**config.mk**
```make
export PLATFORM = sky130hd
export DESIGN_NAME = mips_multicycle_ctrl
export DESIGN_NICKNAME = d
export VERILOG_FILES = /design/src/rtl/mips_multicycle_ctrl.sv
export SDC_FILE = /design/constraint.sdc
export NUM_CORES = 1
export LEC_CHECK = 0
export BUFFER_PORTS_ARGS = -buffer_cell sky130_fd_sc_hd__buf_2
export CORE_MARGIN = 2
export CORE_UTILIZATION = 25
export CTS_CLUSTER_SIZE = 28
export DETAILED_ROUTE_END_ITERATION = 16
export SYNTH_ARGS = -nofsm -noshare
export SYNTH_HDL_FRONTEND = slang
export SYNTH_SLANG_ARGS = --single-unit
```
**constraint.sdc**
```tcl
create_clock -name clk -period 2.6 [get_ports clk]
set_clock_uncertainty 0.15 [all_clocks]
set_input_delay 0.52 -clock clk [delete_from_list [all_inputs] [get_ports clk]]
set_output_delay 0.52 -clock clk [all_outputs]
set_load 0.01 [all_outputs]
```
**src/rtl/mips_multicycle_ctrl.sv**
```systemverilog
// mips_multicycle_ctrl: Moore-style multicycle control FSM for the shared-memory
// MIPS datapath. It steps through fetch, decode, execute, memory access and writeback.
// It also includes an EXEC_R stall watchdog and a retired-instruction counter.
// Optional feature macro: MEMWAIT_EN adds a mem_ready input. With it, FETCH,
// MEM_RD and MEM_WR wait until memory reports ready.
module mips_multicycle_ctrl #(
  parameter int MAX_STALL = 64,
  parameter int CNT_W     = 32
) (
  input  logic             clk,
  input  logic             reset,
  input  logic [31:0]      Instr,
  input  logic             zero,
  input  logic             stall,
`ifdef MEMWAIT_EN
  input  logic             mem_ready,
`endif
  output logic             PcEn,
  output logic             IorD,
  output logic             IrWrite,
  output logic             IrSel,
  output logic             RegDst,
  output logic             MemToReg,
  output logic             RegWrite,
  output logic             ALUSrcA,
  output logic             ExtSel,
  output logic             ALUsel,
  output logic             PCSrc,
  output logic [1:0]       ALUSrcB,
  output logic [3:0]       ALUControl,
  output logic             MemWrite,
  output logic             err,
  output logic [CNT_W-1:0] retired
);

  localparam int SC_W = $clog2(MAX_STALL + 1);
  localparam logic [SC_W-1:0] STALL_LAST = SC_W'(MAX_STALL - 1);

  localparam logic [3:0] ALU_ADD   = 4'b0010;
  localparam logic [3:0] ALU_SUB   = 4'b0110;
  localparam logic [3:0] ALU_AND   = 4'b0000;
  localparam logic [3:0] ALU_OR    = 4'b0001;
  localparam logic [3:0] ALU_FUNCT = 4'b1111;

  localparam logic [5:0] OP_RTYPE = 6'h00;
  localparam logic [5:0] OP_J     = 6'h02;
  localparam logic [5:0] OP_BEQ   = 6'h04;
  localparam logic [5:0] OP_BNE   = 6'h05;
  localparam logic [5:0] OP_ADDIU = 6'h09;
  localparam logic [5:0] OP_ANDI  = 6'h0C;
  localparam logic [5:0] OP_ORI   = 6'h0D;
  localparam logic [5:0] OP_LW    = 6'h23;
  localparam logic [5:0] OP_SW    = 6'h2B;

  typedef enum logic [3:0] {
    FETCH, DECODE, EXEC_R, EXEC_I, ALU_WB_R, ALU_WB_I,
    MEM_ADDR, MEM_RD, MEM_WB, MEM_WR, BRANCH, JUMP
  } state_t;

  state_t            state_reg, state_next;
  logic [SC_W-1:0]   stall_cnt_reg, stall_cnt_next;
  logic              err_reg;
  logic [CNT_W-1:0]  retired_reg;
  logic              err_set;
  logic              retire;
  logic              mem_rdy;
  logic [5:0]        opcode;

  // The ALU decodes funct and shamt itself, so this block only needs the opcode.
  logic              unused_instr;
  assign unused_instr = ^Instr[25:0];

  assign opcode = Instr[31:26];

`ifdef MEMWAIT_EN
  assign mem_rdy = mem_ready;
`else
  assign mem_rdy = 1'b1;
`endif

  // State, watchdog counter, sticky error and retired count; reset wins over everything.
  always_ff @(posedge clk) begin
    if (reset) begin
      state_reg     <= FETCH;
      stall_cnt_reg <= '0;
      err_reg       <= 1'b0;
      retired_reg   <= '0;
    end else begin
      state_reg     <= state_next;
      stall_cnt_reg <= stall_cnt_next;
      if (err_set) err_reg <= 1'b1;
      if (retire)  retired_reg <= retired_reg + CNT_W'(1);
    end
  end

  // Next-state dispatch and Moore output decode of the registered state.
  always_comb begin
    state_next     = state_reg;
    stall_cnt_next = stall_cnt_reg;
    err_set        = 1'b0;
    retire         = 1'b0;
    PcEn           = 1'b0;
    IorD           = 1'b0;
    IrWrite        = 1'b0;
    IrSel          = 1'b1;
    RegDst         = 1'b0;
    MemToReg       = 1'b0;
    RegWrite       = 1'b0;
    ALUSrcA        = 1'b0;
    ExtSel         = 1'b0;
    ALUsel         = 1'b0;
    PCSrc          = 1'b0;
    ALUSrcB        = 2'b00;
    ALUControl     = ALU_ADD;
    MemWrite       = 1'b0;
    unique case (state_reg)
      FETCH: begin
        IrSel   = 1'b0;
        ALUSrcB = 2'b01;
        IrWrite = mem_rdy;
        PcEn    = mem_rdy;
        if (mem_rdy) state_next = DECODE;
      end
      DECODE: begin
        // PC + (imm << 2) is computed here as the branch target.
        ALUSrcB = 2'b11;
        unique case (opcode)
          OP_RTYPE:                 state_next = EXEC_R;
          OP_ADDIU, OP_ANDI, OP_ORI: state_next = EXEC_I;
          OP_LW, OP_SW:             state_next = MEM_ADDR;
          OP_BEQ, OP_BNE:           state_next = BRANCH;
          OP_J:                     state_next = JUMP;
          default: begin
            state_next = FETCH;
            err_set    = 1'b1;
          end
        endcase
      end
      EXEC_R: begin
        ALUSrcA    = 1'b1;
        ALUControl = ALU_FUNCT;
        if (stall) begin
          if (stall_cnt_reg == STALL_LAST) begin
            // The ALU has been busy too long, so abandon the instruction.
            err_set        = 1'b1;
            stall_cnt_next = '0;
            state_next     = FETCH;
          end else begin
            stall_cnt_next = stall_cnt_reg + SC_W'(1);
          end
        end else begin
          stall_cnt_next = '0;
          state_next     = ALU_WB_R;
        end
      end
      EXEC_I: begin
        ALUSrcA = 1'b1;
        ALUSrcB = 2'b10;
        if (opcode == OP_ANDI) begin
          ALUControl = ALU_AND;
          ExtSel     = 1'b1;
        end else if (opcode == OP_ORI) begin
          ALUControl = ALU_OR;
          ExtSel     = 1'b1;
        end
        state_next = ALU_WB_I;
      end
      ALU_WB_R, ALU_WB_I: begin
        RegDst     = (state_reg == ALU_WB_R);
        MemToReg   = 1'b1;
        ALUsel     = 1'b1;
        RegWrite   = 1'b1;
        retire     = 1'b1;
        state_next = FETCH;
      end
      MEM_ADDR: begin
        ALUSrcA    = 1'b1;
        ALUSrcB    = 2'b10;
        state_next = (opcode == OP_SW) ? MEM_WR : MEM_RD;
      end
      MEM_RD: begin
        IorD   = 1'b1;
        ALUsel = 1'b1;
        if (mem_rdy) state_next = MEM_WB;
      end
      MEM_WB: begin
        RegWrite   = 1'b1;
        retire     = 1'b1;
        state_next = FETCH;
      end
      MEM_WR: begin
        IorD     = 1'b1;
        ALUsel   = 1'b1;
        MemWrite = mem_rdy;
        if (mem_rdy) begin
          retire     = 1'b1;
          state_next = FETCH;
        end
      end
      BRANCH: begin
        ALUSrcA    = 1'b1;
        ALUControl = ALU_SUB;
        ALUsel     = 1'b1;
        PCSrc      = 1'b1;
        PcEn       = (opcode == OP_BNE) ? ~zero : zero;
        retire     = 1'b1;
        state_next = FETCH;
      end
      JUMP: begin
        ALUSrcB    = 2'b11;
        PcEn       = 1'b1;
        PCSrc      = 1'b1;
        retire     = 1'b1;
        state_next = FETCH;
      end
      default: state_next = FETCH;
    endcase
  end

  assign err     = err_reg;
  assign retired = retired_reg;

endmodule
```
==> results.cfg <==
[setup_path]
cp-end-kind = output pin
crit_arrival_ns = 1.83
critPathLaunch = state_reg[2]$_SDFFE_PP0P_
path_max_fanout = 15
reg2reg_slack_ns = 0.36
critPathRequiredTime_ns = 1.93
critical_path_class = flop to output pin
rr_startpoint = state_reg[2]$_SDFFE_PP0P_
cp-start-kind = flop
crit_end = ALUControl[3]
r2r_end = stall_cnt_reg[3]$_SDFFE_PP0P_
reg2reg_depth = 6

[final_layout]
largest_register_ff_count = 32
fin_cells = 505
drive_gt1_frac = 0.218
area_growth_syn_to_layout_pct = 22.5
fin_nets = 410
diodes = 0

[yosys]
yosysTopAreaCell = dfxtp_1
synth_area_um2 = 2540
seq_area_frac_synth = 0.347
yosysUniqueCellTypes = 49
ys.warnings.count = 0
synth_edf_count = 0
synth_top_area_share = 0.347
synth_nets = 353
synth_ff_type = dfxtp_1
synthTopCellsByArea = dfxtp_1 (35%), a21oi_1 (6.7%), nand2_1 (3.8%), o31ai_1 (3.8%), or4_1 (3.8%)
ys_async_sr_fraction = 0
ys_ff_latch = 44
synth_common_cells = dfxtp_1 (44), a21oi_1 (34), nand2_1 (26), nor2_1 (20), o21ai_0 (16)
synth_most_common_cell = dfxtp_1
synthCells = 315
syn_area_per_cell_um2 = 8.05

[timing]
hold_violations = 0
maxSlewViolCount = 0
setup_viol = 0
period_minus_slack_ns = 2.50
rsz0062_at_grt = false
fmax_ghz = 0.400
worstMarginPinSlew_ns = 0.626
relSlewSlack = 0.583
setup_tns_ns = 0
period_share = 0.962

[job]
cap_violations = 0

[clock_tree]
clockRootBuffer = clkbuf_8
clkTransAtPathRegs_ns = 0.09
htree_levels = 2
cts_buffer_depth = 2
clk_latency_ns = 0.30
cts-buffers-inserted = 5
clock-sinks = 44
cts_tree = yes

[placement]
portBuffers = 60
dpl.cell_count = 498
hpwlAfterDp_um = 4860
routabilityCongestion = 0.804

[floorplanning]
die_w_um = 105
core_region_area_um2 = 9820
ioPinCount = 87
die_h_um = 105
num_rows = 36
dieArea_um2 = 11000
start_util = 0.258

[power]
power_per_cell_area_nw_per_um2 = 453
max-vdd-ir-drop_uv = 189
p_leak_nw = 1.15

[routing]
remaining_drc_errors = 0
vias_per_cell = 5.13
drt_iter0_drc = 90
wl_per_cell_um = 13.2
postRouteAntennaNets = 0
vias = 2589
drt-total-wl_um = 6660
drtPass1Iterations = 4

[grt]
grt_overflow_total = 0
antenna_found_initial = 0
grt_max_degree = 32
grt_pass1_vias = 2217
grt_usage = 0.117
grt_pass1_wl_um = 10800

[outcome]
outcome = finished clean

[min_path]
hold_path.class = flop to flop
[what timing repair did]
action	in CTS	in global routing
setup endpoints to repair	0	1
hold endpoints to repair	0	0
gates resized for setup	0	1
setup buffers	0	0
hold buffers	0	0
[power breakdown]
group | internal, mW | leakage, nW | switching, mW
clock | 0.378 | 0.0642 | 0.242
sequential | 0.679 | 0.355 | 0.0101
combinational | 0.0372 | 0.726 | 0.0614
[worst min-delay path by stage]
stage	cells past startpoint	startpoint	endpoint
final	1	err$_SDFFE_PP0P_	err$_SDFFE_PP0P_
after global routing	1	stall_cnt_reg[6]$_SDFFE_PP0P_	stall_cnt_reg[6]$_SDFFE_PP0P_
after CTS	1	stall_cnt_reg[6]$_SDFFE_PP0P_	stall_cnt_reg[6]$_SDFFE_PP0P_
after detailed placement	1	err$_SDFFE_PP0P_	err$_SDFFE_PP0P_
after global placement	1	err$_SDFFE_PP0P_	err$_SDFFE_PP0P_
after floorplan	1	stall_cnt_reg[6]$_SDFFE_PP0P_	stall_cnt_reg[6]$_SDFFE_PP0P_
[through the flow]
step | hold WS (ns) | worst slack (ns) | utilization | power (mW) | cell area, um2
detailed placement | 0.325 | 0.356 | 0.303 | 0.804 | 2980
global placement | 0.312 | 0.371 | 0.303 | 0.802 | 2980
floorplan | 0.295 | 0.559 | - | 0.762 | 2540
CTS | 0.345 | 0.0679 | 0.316 | 1.42 | 3110
global route | 0.353 | 0.0204 | 0.316 | 1.46 | 3110
finish | 0.338 | 0.0983 | 0.316 | 1.41 | 3110
[area by class of cell]
type                       count  area, um2
clock buffer                   5       68.8
clock inverter                 2       60.1
fill                        1083       6710
inverter                      11       53.8
multi-input combinational    242       1520
sequential                    44        882
tap                          133        166
timing repair buffer          68        360
[placed cells by master (no fill, tap or decap), drive strengths merged, types with 2 or more instances in the layout]
| master | n |
|---|---|
| nor3 | 2 |
| nand3 | 12 |
| nor4 | 2 |
| or4b | 4 |
| nand2b | 4 |
| o41ai | 3 |
| dfxtp | 44 |
| xor2 | 5 |
| o2111ai | 5 |
| o211ai | 4 |
| and2 | 7 |
| o31ai | 13 |
| nor3b | 2 |
| and3 | 2 |
| bufinv | 2 |
| nand2 | 26 |
| buf | 68 |
| a31oi | 5 |
| clkbuf | 5 |
| inv | 10 |
| a21o | 2 |
| and4 | 6 |
| nand4 | 13 |
| a211oi | 4 |
| ha | 2 |
| or3 | 13 |
| xnor2 | 3 |
| a21oi | 34 |
| nor2 | 20 |
| o21ai | 17 |
| nor2b | 7 |
| mux2i | 3 |
| or4 | 13 |
[critical path, cell delays in order, from the launching register on]
cell,delay [ns]
dfxtp_1,0.32
buf_4,0.18
or4b_1,0.71
inv_2,0.18
buf_2,0.15
[routing by layer]
layer	share of wire	track usage
met2	0.47	0.192
met1	0.46	0.151
met5	0	0
met3	0.060	0.0356
met4	0.0084	0.0286
[cell families after synthesis]
kind of cell,count (synthesis),synth area share
buf+inv,29,0.0552
xor+xnor,8,0.0276
mux,4,0.0163
fa+ha+maj,2,0.00987
flops,44,0.347
simple gates,137,0.309
compound gates,91,0.235
No activity file was read; power rests on OpenSTA's default activity.
